==> src/rtl/dcsk_frame_modulator.sv <==
// dcsk_frame_modulator: DCSK transmit modulator sending SF reference chaos chips, then SF data chips (reference XNOR message bit)
// Ports: i_clk/i_arst clock and async active-high reset; i_sf_log2 spreading factor log2 (1..MAX_SF_LOG2),
// sampled at message accept; i_msg_bit/i_msg_valid/o_msg_ready message handshake; i_chaos_bit/o_chaos_rd chaos chip pull;
// o_chip/o_chip_valid serial chip stream; o_frame_half 0=reference 1=data; o_frame_start first reference chip;
// o_sf_err pulse after a handshake with an illegal SF.
// Optional macro DCSK_FRAME_CNT_EN adds o_frame_cnt (frames started, 16-bit wrapping) and o_busy (not idle).
module dcsk_frame_modulator #(
  parameter int MAX_SF_LOG2 = 4,
  localparam int SF_W = $clog2(MAX_SF_LOG2 + 1)
) (
  input  logic            i_clk,
  input  logic            i_arst,
  input  logic [SF_W-1:0] i_sf_log2,
  input  logic            i_msg_bit,
  input  logic            i_msg_valid,
  output logic            o_msg_ready,
  input  logic            i_chaos_bit,
  output logic            o_chaos_rd,
  output logic            o_chip,
  output logic            o_chip_valid,
  output logic            o_frame_half,
  output logic            o_frame_start,
`ifdef DCSK_FRAME_CNT_EN
  output logic [15:0]     o_frame_cnt,
  output logic            o_busy,
`endif
  output logic            o_sf_err
);
  localparam int W = MAX_SF_LOG2;
  typedef enum logic [1:0] {IDLE, REF, DATA} state_t;
  state_t state_q, state_d;
  logic [W-1:0] cnt_q, cnt_d, sf_m1_q, sf_m1_d;
  logic [2**W-1:0] dly_q, dly_d;
  logic msg_q, msg_d, err_q;
  logic legal, last, ready, accept;
`ifdef DCSK_FRAME_CNT_EN
  logic [15:0] fcnt_q;
`endif
  assign legal = (i_sf_log2 != '0) && (i_sf_log2 <= SF_W'(MAX_SF_LOG2));
  assign last = cnt_q == sf_m1_q;
  assign ready = state_q == IDLE || (state_q == DATA && last);
  assign accept = i_msg_valid && ready && legal;
  always_comb begin
    state_d = state_q;
    cnt_d = state_q == IDLE ? cnt_q : (last ? '0 : cnt_q + W'(1));
    sf_m1_d = sf_m1_q;
    msg_d = msg_q;
    dly_d = dly_q;
    if (state_q == REF) dly_d[cnt_q] = i_chaos_bit;
    if (last) state_d = state_q == REF ? DATA : (state_q == DATA ? IDLE : state_q);
    if (accept) begin
      state_d = REF;
      cnt_d = '0;
      // SF-1 as an all-ones mask of i_sf_log2 bits
      sf_m1_d = ~({W{1'b1}} << i_sf_log2);
      msg_d = i_msg_bit;
    end
  end
  always_ff @(posedge i_clk or posedge i_arst) begin
    if (i_arst) begin
      state_q <= IDLE;
      cnt_q <= '0;
      sf_m1_q <= '0;
      msg_q <= 1'b0;
      dly_q <= '0;
      err_q <= 1'b0;
`ifdef DCSK_FRAME_CNT_EN
      fcnt_q <= '0;
`endif
    end else begin
      state_q <= state_d;
      cnt_q <= cnt_d;
      sf_m1_q <= sf_m1_d;
      msg_q <= msg_d;
      dly_q <= dly_d;
      err_q <= i_msg_valid && ready && !legal;
`ifdef DCSK_FRAME_CNT_EN
      if (o_frame_start) fcnt_q <= fcnt_q + 16'd1;
`endif
    end
  end
  assign o_msg_ready = ready;
  assign o_chip_valid = state_q != IDLE;
  assign o_frame_half = state_q == DATA;
  assign o_chaos_rd = state_q == REF;
  assign o_frame_start = state_q == REF && cnt_q == '0;
  assign o_chip = state_q == REF ? i_chaos_bit : (state_q == DATA ? ~(dly_q[cnt_q] ^ msg_q) : 1'b0);
  assign o_sf_err = err_q;
`ifdef DCSK_FRAME_CNT_EN
  assign o_frame_cnt = fcnt_q;
  assign o_busy = state_q != IDLE;
`endif
endmodule

==> config.mk <==
export PLATFORM = sky130hd
export DESIGN_NAME = dcsk_frame_modulator
export DESIGN_NICKNAME = d
export VERILOG_FILES = /design/src/rtl/dcsk_frame_modulator.sv
export SDC_FILE = /design/constraint.sdc
export NUM_CORES = 1
export LEC_CHECK = 0
export ABC_AREA = 1
export CAP_MARGIN = 20
export CORE_MARGIN = 2
export CORE_UTILIZATION = 41
export CTS_CLUSTER_SIZE = 40
export DETAILED_ROUTE_END_ITERATION = 7
export DONT_BUFFER_PORTS = 1
export GPL_ROUTABILITY_DRIVEN = 0
export GPL_TIMING_DRIVEN = 0
export RECOVER_POWER = 25
export SLEW_MARGIN = 20
export SYNTH_ARGS = -nofsm -noshare
export SYNTH_HDL_FRONTEND = slang
export SYNTH_SLANG_ARGS = --single-unit
==> constraint.sdc <==
create_clock -name i_clk -period 2.05 [get_ports i_clk]
set_input_delay 0.205 -clock i_clk [delete_from_list [all_inputs] [get_ports i_clk]]
set_output_delay 0.205 -clock i_clk [all_outputs]
set_load 0.05 [all_outputs]
==> metrics.md, run 1 <==
| Metric | Value |
|---|---|
| Seq cells post-synth | 28 |
| Synth cell count leaders | nand2_1, inv_1, dfrtp_1 |
| M2 GR Usage | 28.8% |
| FFs w/ async S/R, synth | 100% |
| Syn avg cell area | around 7.5 sq um |
| DR DRC count | 0 |
| R2r worst-path depth | 8 |
| Register area share after synthesis | 42.6% |
| Share of the synthesized area in the top cell type | roughly 43% |
| Crit-path max FO | 10 |
| WL final | 3450 microns |
| Max-Cap Viols | 0 |
| Die area | 4540 sq um |
| CP Launch Type | register |
| Post-Syn Area | ~1600 sq um |
| Antenna cell count | 0 |
| Critical path startpoint | state_q[1] |
| Maximum clock rate | 0.516 GHz |
| Final instance area | approximately 1900 sq um |
| Hold Path Stages | 2 |
| Detailed Place HPWL | around 2500 microns |
| Worst r2r src | state_q[1] |
| Crit share post-route | 94.5% |
| Clock Latency Late Sink | between 200 and 300 ps |
| Total grt overflow | 0 |
| Post-synth EDFFs | 0 |
| Reg-to-reg setup timing slack | around 110 ps |
| Status | completed |
| Synth area leader | dfrtp_1 |
| Number of global-route vias before repair | between 1000 and 1500 |
| Fraction of layout cells with a size suffix above 1 | 15.9% |
| Max-slew headroom | roughly 46% |
| Clk pwr share | between 10% and 20% |
| Synth warn | 0 |
| Routing usage on met1 | about 23% |
| Worst EP required | between 2000 and 2500 ps |
| Total Power | between 2 and 3 mW |
| CTS sink count | 28 |
| Most frequent cell after synthesis | nand2_1 |
| Initial antenna violation count | 0 |
| Switching share of power | 48.9% |
| Hold Crit Class | in -> reg |
| Worst setup EP type | register |
| Pwr Density | between 1500 and 2000 nW/um^2 |
| Detailed-route wire length per cell | roughly 12 microns |
| Worst VDD drop | 0.000827 V |
| Final Core Density | between 40% and 50% |
| Busiest metal layer after global routing | met2 |
| Pint | roughly 1.5 mW |
| Fin nets | about 240 |
| H-tree Lvls | 1 |
| TritonCTS clock tree | done |
| Largest net degree at the start of global routing | 16 |
| Fin. Hold Viols | 0 |
| Sequential group share of total power | around a third |
| Final slew viol count | 0 |
| Final setup violating endpoints | 0 |
| Leakage dissipation | 0.957 nW |
| Synth top area cells | dfrtp_1, nand2_1, inv_1, ha_1, a31oi_1 |
| Combinational power share | 53.8% |
| DRT iter0 DRCs | 60 |
| Area grow syn2layout | 13.5% |
| Non-Filler Instances | about 280 |
| Placed cell areas | about 1700 sq um |
| Min-delay src | i_msg_valid |
| P_sw | between 1 and 1.5 mW |
| CTS Root Cell | clkbuf_8 |
| TritonCTS buffer count | 3 |
| Num ports | 15 |
| Vias | roughly 1400 |
| Initial DRT Pass Iterations | 4 |
| Worst Skew | 6.55 ps |
| Port buffer count | 0 |
| RR Endpoint | cnt_q[1] |
| Worst-path clk slew | approximately 100 ps |
| Placed instance count | 270 |
| Starting Density | 41.7% |
| Top_reg_cell synth | dfrtp_1 |
| Die height | roughly 67 microns |
| CP cell instances | inv_1 > ha_2 > clkinvlp_4 > nand2_8 > nand3_4 > buf_6 > nand3b_1 > nand2_1 |
| Total track usage | roughly 17% |
| Clock Path Buffers | 2 |
| Routed Antenna Nets | 0 |
| Slowest Stage Delay on Critical Path | 420 ps |
| Min Clock Period, post-route | ~1900 ps |
| Row count | 23 |
| Slew @ Worst Pin | a little over 800 ps |
| Yosys cell types | 21 |
| Cells after synthesis | about 220 |
| Worst Hold End | o_sf_err |
| GR Layer Usage met3 | between 2 and 3% |
| Die width | roughly 67 microns |
| Post-Syn Nets | ~240 |
| DR vias/cell | 4.96 |
| Crit Path Class | reg -> reg |
| Slowest-stage cell, CP | dfrtp_1 |
| First-pass GRT wire length | about 5900 microns |
| Crit path arrival time | between 2000 and 2500 ps |
| Core box area | slightly below 4000 sq um |
==> worst max-delay path: cells and delay by family (launching register included) <==
kind          cells  cell delay [ps]
buf+inv           3              640
flops             1              420
fa+ha+maj         1              230
simple gates      4              530
==> logic make-up (layout without fill, tap and decap cells) <==
kind of cell | after synthesis | after routing | synth area share [%]
xor+xnor | 3 | 3 | 1.60
simple gates | 101 | 101 | 26.4
flops | 28 | 28 | 42.6
fa+ha+maj | 8 | 8 | 6.08
buf+inv | 43 | 50 | 10.3
compound gates | 36 | 36 | 13.1
==> power groups by stage <==
stage	Combinational [mW]	Sequential (mW)	Clock (mW)
after floorplan	1.20	0.923	0
after global placement	1.40	0.964	0
after detailed placement	1.42	0.972	0
after CTS	1.53	0.974	0.361
after global routing	1.75	1.02	0.381
final	1.55	0.983	0.352
==> cell type report <==
| type | count | area [sq um] |
|---|---|---|
| fill | 395 | 2080 |
| multi-input combinational | 148 | 836 |
| sequential | 28 | 704 |
| inverter | 39 | 158 |
| tap | 50 | 62.6 |
| clock buffer | 4 | 55.1 |
| timing repair buffer | 4 | 28.8 |
| buffer | 3 | 22.5 |
==> per-stage QoR <==
step                TNS [ps]  setup slack [ps]  hold slack [ps]
finish                     0               112             40.0
global route          -0.350            -0.350             28.2
CTS                        0              4.22             36.8
detailed placement      -179             -86.8              224
global placement        -122             -82.9              329
floorplan                  0               137              270
==> repair_timing <==
action,CTS,global route
hold buffers,1,0
resized for setup,12,12
buffers inserted,2,0
endpoints found under the setup margin,6,6
pin swaps,0,1
endpoints found under the hold margin,14,0
==> worst max path at each step <==
stage / to / cells past startpoint
floorplan: cnt_q[1] / 8
global placement: o_frame_start / 6
detailed placement: o_frame_start / 6
CTS: o_chip / 7
global route: o_chip / 11
finish: cnt_q[1] / 8
==> registers in the layout (all words and copies together), names as in the netlist <==
| register | cells |
|---|---|
| o_sf_err | 1 |
| dly_q | 16 |
| cnt_q | 4 |
| state_q | 2 |
| sf_m1_q | 4 |
| msg_q | 1 |
==> metal layers <==
metal | part of all wire [%] | vias to the layer above
met2 | 47 | 21
met1 | 48 | 639
li1 | - | 703
met5 | 0 | -
met3 | 3.5 | 5
met4 | 1.5 | 0
==> placed cells by master (no fill, tap or decap), drive strengths merged <==
cell type and instances:
o21bai 1, nand2 68, nor2 18, inv 36, a31oi 11, dfrtp 28
buf 4, a21oi 13, dlygate4sd3 1, clkinvlp 3, clkbuf 6, xor2 3
nand3 13, nand3b 1, o21ai 11, ha 8, nor4 1
(Power assumes the default switching activity.)
==> inputs of run 2 (changes only) <==
--- a/config.mk
+++ b/config.mk
@@ -6,6 +6,7 @@
 export NUM_CORES = 1
 export LEC_CHECK = 0
 export ABC_AREA = 1
+export ABC_CLOCK_PERIOD_IN_PS = 2050
 export CAP_MARGIN = 20
 export CORE_MARGIN = 2
 export CORE_UTILIZATION = 41
==> results of run 2 <==
Same layout as run 1: the final DEF is identical, and so are final timing and power.
